<file path="src/rtl/ram_bist_ctrl.sv">
// Memory BIST initiator/checker: two-pass march (pattern^addr, then its inverse)
// over a single-port-pair RAM, with a latency-matched expected-data compare pipe.
module ram_bist_ctrl #(
   parameter int ADDR_WIDTH = 4,
   parameter int DATA_WIDTH = 8,
   parameter int RD_LATENCY = 1
) (
   input  logic                  clk_i,
   input  logic                  rst_ni,
   input  logic                  start_i,
   input  logic [DATA_WIDTH-1:0] pattern_i,
   output logic                  we_o,
   output logic [ADDR_WIDTH-1:0] wr_addr_o,
   output logic [DATA_WIDTH-1:0] wr_din_o,
   output logic                  re_o,
   output logic [ADDR_WIDTH-1:0] rd_addr_o,
   input  logic [DATA_WIDTH-1:0] rd_dout_i,
   output logic                  busy_o,
   output logic                  done_o,
   output logic                  pass_o,
   output logic [ADDR_WIDTH+1:0] err_count_o,
   output logic [ADDR_WIDTH-1:0] fail_addr_o
);

   localparam logic [ADDR_WIDTH-1:0] A_LAST  = '1;
   localparam logic [ADDR_WIDTH-1:0] A_ONE   = 1;
   localparam logic [ADDR_WIDTH+1:0] ERR_ONE = 1;
   localparam logic [2:0]            D_LAST  = 3'(RD_LATENCY - 1);

   typedef enum logic [2:0] {IDLE, WR0, RD0, DR0, WR1, RD1, DR1, FIN} state_t;

   state_t                state_q, state_d;
   logic [ADDR_WIDTH-1:0] a_q, a_d;
   logic [2:0]            dcnt_q, dcnt_d;
   logic [DATA_WIDTH-1:0] pat_q, pat_d;
   logic                  we_q, we_d, re_q, re_d;
   logic [ADDR_WIDTH-1:0] wr_addr_q, wr_addr_d, rd_addr_q, rd_addr_d;
   logic [DATA_WIDTH-1:0] wr_din_q, wr_din_d;
   logic                  busy_q, busy_d, done_q, done_d, pass_q, pass_d;
   logic [ADDR_WIDTH+1:0] err_q, err_d;
   logic [ADDR_WIDTH-1:0] fail_q, fail_d;

   logic [RD_LATENCY:1]                 vld_pipe_q;
   logic [RD_LATENCY:1][DATA_WIDTH-1:0] exp_pipe_q;
   logic [RD_LATENCY:1][ADDR_WIDTH-1:0] adr_pipe_q;
   logic [DATA_WIDTH-1:0]               rd_exp;
   logic                                mismatch;

   function automatic logic [DATA_WIDTH-1:0] march_data(input logic [DATA_WIDTH-1:0] p,
                                                        input logic inv,
                                                        input logic [ADDR_WIDTH-1:0] a);
      logic [DATA_WIDTH-1:0] w;
      w = p ^ DATA_WIDTH'(a);
      return inv ? ~w : w;
   endfunction

   // Expected word for the read issued this cycle; travels with it down the pipe.
   assign rd_exp   = march_data(pat_q, state_q == RD1, rd_addr_q);
   assign mismatch = vld_pipe_q[RD_LATENCY] && (rd_dout_i != exp_pipe_q[RD_LATENCY]);

   always_comb begin
      state_d   = state_q;
      a_d       = a_q;
      dcnt_d    = dcnt_q;
      pat_d     = pat_q;
      busy_d    = busy_q;
      done_d    = done_q;
      pass_d    = pass_q;
      err_d     = err_q;
      fail_d    = fail_q;
      we_d      = 1'b0;
      re_d      = 1'b0;
      wr_addr_d = wr_addr_q;
      wr_din_d  = wr_din_q;
      rd_addr_d = rd_addr_q;

      if (mismatch) begin
         if (err_q == '0) fail_d = adr_pipe_q[RD_LATENCY];
         err_d = err_q + ERR_ONE;
      end

      case (state_q)
         IDLE: if (start_i) begin
            pat_d   = pattern_i;
            err_d   = '0;
            fail_d  = '0;
            done_d  = 1'b0;
            pass_d  = 1'b0;
            busy_d  = 1'b1;
            a_d     = '0;
            state_d = WR0;
         end
         WR0, WR1: begin
            if (a_q == A_LAST) begin
               a_d     = '0;
               state_d = (state_q == WR0) ? RD0 : RD1;
            end else begin
               a_d = a_q + A_ONE;
            end
         end
         RD0, RD1: begin
            if (a_q == A_LAST) begin
               a_d     = '0;
               dcnt_d  = '0;
               state_d = (state_q == RD0) ? DR0 : DR1;
            end else begin
               a_d = a_q + A_ONE;
            end
         end
         DR0, DR1: begin
            if (dcnt_q == D_LAST) begin
               state_d = (state_q == DR0) ? WR1 : FIN;
               if (state_q == DR1) begin
                  // The last compare lands on this same edge, so err_d is final.
                  busy_d = 1'b0;
                  done_d = 1'b1;
                  pass_d = (err_d == '0);
               end
            end else begin
               dcnt_d = dcnt_q + 3'd1;
            end
         end
         FIN:     state_d = IDLE;
         default: state_d = IDLE;
      endcase

      // Port values are registered off the next state so they align with it.
      case (state_d)
         WR0, WR1: begin
            we_d      = 1'b1;
            wr_addr_d = a_d;
            wr_din_d  = march_data(pat_d, state_d == WR1, a_d);
         end
         RD0, RD1: begin
            re_d      = 1'b1;
            rd_addr_d = a_d;
         end
         default: ;
      endcase
   end

   always_ff @(posedge clk_i or negedge rst_ni) begin
      if (!rst_ni) begin
         state_q   <= IDLE;
         a_q       <= '0;
         dcnt_q    <= '0;
         pat_q     <= '0;
         we_q      <= 1'b0;
         re_q      <= 1'b0;
         wr_addr_q <= '0;
         wr_din_q  <= '0;
         rd_addr_q <= '0;
         busy_q    <= 1'b0;
         done_q    <= 1'b0;
         pass_q    <= 1'b0;
         err_q     <= '0;
         fail_q    <= '0;
      end else begin
         state_q   <= state_d;
         a_q       <= a_d;
         dcnt_q    <= dcnt_d;
         pat_q     <= pat_d;
         we_q      <= we_d;
         re_q      <= re_d;
         wr_addr_q <= wr_addr_d;
         wr_din_q  <= wr_din_d;
         rd_addr_q <= rd_addr_d;
         busy_q    <= busy_d;
         done_q    <= done_d;
         pass_q    <= pass_d;
         err_q     <= err_d;
         fail_q    <= fail_d;
      end
   end

   always_ff @(posedge clk_i or negedge rst_ni) begin
      if (!rst_ni) begin
         vld_pipe_q <= '0;
         exp_pipe_q <= '0;
         adr_pipe_q <= '0;
      end else begin
         vld_pipe_q[1] <= re_q;
         exp_pipe_q[1] <= rd_exp;
         adr_pipe_q[1] <= rd_addr_q;
         for (int i = 2; i <= RD_LATENCY; i++) begin
            vld_pipe_q[i] <= vld_pipe_q[i-1];
            exp_pipe_q[i] <= exp_pipe_q[i-1];
            adr_pipe_q[i] <= adr_pipe_q[i-1];
         end
      end
   end

   assign we_o        = we_q;
   assign wr_addr_o   = wr_addr_q;
   assign wr_din_o    = wr_din_q;
   assign re_o        = re_q;
   assign rd_addr_o   = rd_addr_q;
   assign busy_o      = busy_q;
   assign done_o      = done_q;
   assign pass_o      = pass_q;
   assign err_count_o = err_q;
   assign fail_addr_o = fail_q;

endmodule

</file>
<file path="config.mk">
export PLATFORM = sky130hd
export DESIGN_NAME = ram_bist_ctrl
export DESIGN_NICKNAME = d
export VERILOG_FILES = /design/src/rtl/ram_bist_ctrl.sv
export SDC_FILE = /design/constraint.sdc
export NUM_CORES = 1
export LEC_CHECK = 0
export ABC_AREA = 0
export ABC_CLOCK_PERIOD_IN_PS = 3600
export CORE_MARGIN = 8
export CORE_UTILIZATION = 51
export CTS_BUF_LIST = sky130_fd_sc_hd__clkbuf_4 sky130_fd_sc_hd__clkbuf_8
export CTS_CLUSTER_SIZE = 8
export DETAILED_ROUTE_END_ITERATION = 10
export PLACE_DENSITY = 0.73
export SETUP_SLACK_MARGIN = 0.4
export SLEW_MARGIN = 20
export SYNTH_ARGS = -nofsm -noshare
export SYNTH_HDL_FRONTEND = slang
export SYNTH_SLANG_ARGS = --single-unit
</file>
<file path="constraint.sdc">
create_clock -name clk_i -period 3.6 [get_ports clk_i]
set_clock_uncertainty 0.15 [all_clocks]
set_input_delay 0.72 -clock clk_i [delete_from_list [all_inputs] [get_ports clk_i]]
set_output_delay 0.72 -clock clk_i [all_outputs]
set_load 0.1 [all_outputs]
</file>
==> impl_metrics.yaml <==
hold_path:
  hp-class: "reg -> reg"
yosys:
  syn_area_per_cell_um2: 11.1
  async_flop_share: 1.00
  netlist_instances: 289
  netlist_area_um2: 3200
  synth-main-ff-cell: "dfrtp_1"
  synth.distinct_cells: 65
  syn_nets: 313
  yosys_warnings: 0
  ys_ff_latch: 62
  synth_edf_count: 0
  yosysSeqAreaShare: 0.484
route:
  drt_first_iter_violations: 267
  first_pass_iters: 4
  viasPerCell: 5.33
  drt-total-wl_mm: 6.55
  route.detailed.drc: 0
  drtAntennaViolNets: 0
  drt-wirelength-per-cell_um: 15.4
  vias: 2267
timing:
  fin_crit_ps: 2750
  rsz0062_at_grt: "false"
  maxSlewViolCount: 0
  fin_setup_tns_ps: 0
  fmax_mhz: 364
  slew_headroom: 0.351
  finalSetupViolCount: 0
  finalHoldViolCount: 0
  tightest_slew_ps: 970
  final.period_utilization: 0.763
clock_tree:
  cts_tree: "built"
  cts_resized: 0
  cts_max_level: 3
  clock-sinks: 62
  clk_pin_slew_ps: 60
  cts_buffers: 9
  clock_latency_ps: 330
  clockBufferDepth: 2
  postCtsSetupBuffers: 0
  cts_hold_buf: 0
  root_buffer: "clkbuf_8"
final_layout:
  drive_gt1_frac: 0.224
  register_area_um2: 1550
  fill_cells: 524
  diodes: 0
  nets: 367
  layout_commonest_cell: "dfrtp_1"
  area_delta_synth_final_pct: 20.8
  final_cell_mix: "dfrtp_1, buf_4, nor2_1"
  multiInputGateArea_um2: 1520
worst_setup_path:
  crit_path_end_kind: "flop"
  cp_slowest_cell: "a21boi_1"
  crit_family: "compound AO/OA/AOI/OAI gates"
  path_buf_inv: 1
  cp_max_fo: 11
  worst_ep_arrival_time_ps: 2780
  slowest_delay_ps: 610
  critPathKind: "in -> reg"
  required_ps: 3640
  path_cells: "clkdlybuf4s50_1 > xor2_1 > nor4_1 > a21boi_1 > and4_1 > mux2i_1 > nor2_1"
  cp-start-kind: "input pin"
floorplan:
  pin_count: 50
  start_util: 0.516
  core_um2: 6200
  die_h_um: 95.3
  rows: 29
  design.die.area_um2: 9080
  die_w_um: 95.3
place:
  dp_hpwl_mm: 4.93
  portBuffers: 49
  place_congestion: 0.817
run_status:
  outcome: "finished clean"
flow_run:
  cap_viol_max_count: 0
global_routing:
  grt.overflow.total: 0
  grt.total_usage: 0.157
  grt_first_pass_wirelength_mm: 11.0
  grt_pass1_vias: 2271
  grt_max_degree: 30
  antenna_found_initial: 0
## final cells by class
class,instances,area share
sequential,62,0.401
clock inverter,3,0.00452
clock buffer,13,0.0446
inverter,20,0.0194
multi-input combinational,198,0.391
timing repair buffer,52,0.114
tap,77,0.0249
## Yosys cell counts, types with 5 or more instances
library cell / count / area [um^2]
a21oi_1: 6 / 30.0
dfrtp_1: 62 / 1550
ha_1: 5 / 62.6
inv_1: 18 / 67.6
mux2_2: 11 / 124
mux2i_1: 10 / 100
nand2_1: 17 / 63.8
nor2_1: 26 / 97.6
o211ai_1: 5 / 37.5
o21ai_0: 13 / 65.1
xnor2_1: 13 / 114
xor2_1: 18 / 158
## path summary, 6_finish.rpt
path / startpoint / endpoint / slack [ps] / cells after the start
min in group asynchronous: rst_ni / exp_pipe_q[6] / 260 / 1
max: rd_dout_i[5] / fail_addr_o[0] / 850 / 7
max reg2reg: state_q[2] / wr_din_o[7] / 940 / 6
min reg2reg: re_o / vld_pipe_q / 240 / 0
max in group asynchronous: rst_ni / err_count_o[1] / 2330 / 2
min: re_o / vld_pipe_q / 240 / 0
## flip-flops by register name, indices dropped and copies added, names as in the netlist
signal	count
wr_din_o	8
pass_o	1
state_q	3
a_q	4
wr_addr_o	4
fail_addr_o	4
exp_pipe_q	8
rd_addr_o	4
pat_q	8
vld_pipe_q	1
we_o	1
err_count_o	6
busy_o	1
adr_pipe_q	4
done_o	1
re_o	1
dcnt_q	3
## layer usage
layer / share of wire / GRT usage / vias to the layer above
li1: - / - / 1125
met1: 0.46 / 0.210 / 1081
met2: 0.47 / 0.235 / 52
met3: 0.056 / 0.0323 / 9
met4: 0.014 / 0.0871 / 0
met5: 0 / 0 / -
## metrics by stage
step / area, um^2 / hold WS [ps] / util / instances / setup WS (ps)
2_1_floorplan: 3200 / 274 / - / 289 / 1350
4_1_cts: 3870 / 245 / 0.624 / 425 / 834
3_5_place_dp: 3680 / 230 / 0.593 / 409 / 461
3_3_place_gp: 3680 / 226 / 0.593 / 409 / 529
6_report: 3870 / 240 / 0.624 / 425 / 854
5_1_grt: 3870 / 258 / 0.624 / 425 / 705
## kinds of logic (layout without fill, tap and decap cells)
kind of cell	Yosys count	in the layout	share of synthesized area
fa+ha+maj	5	5	0.0195
buf+inv	29	88	0.0430
flops	62	62	0.484
xor+xnor	31	31	0.0847
compound gates	58	58	0.150
mux	22	22	0.0734
simple gates	82	82	0.145
## worst register-to-register path, delay by kind of cell, from the launching register on
kind            cells  cell delay (ps)
mux                 1              430
flops               1              570
compound gates      2              160
simple gates        3             1230
Power is not shown: default switching activity piles up to over one toggle a cycle in this logic, so the estimate is an artifact.
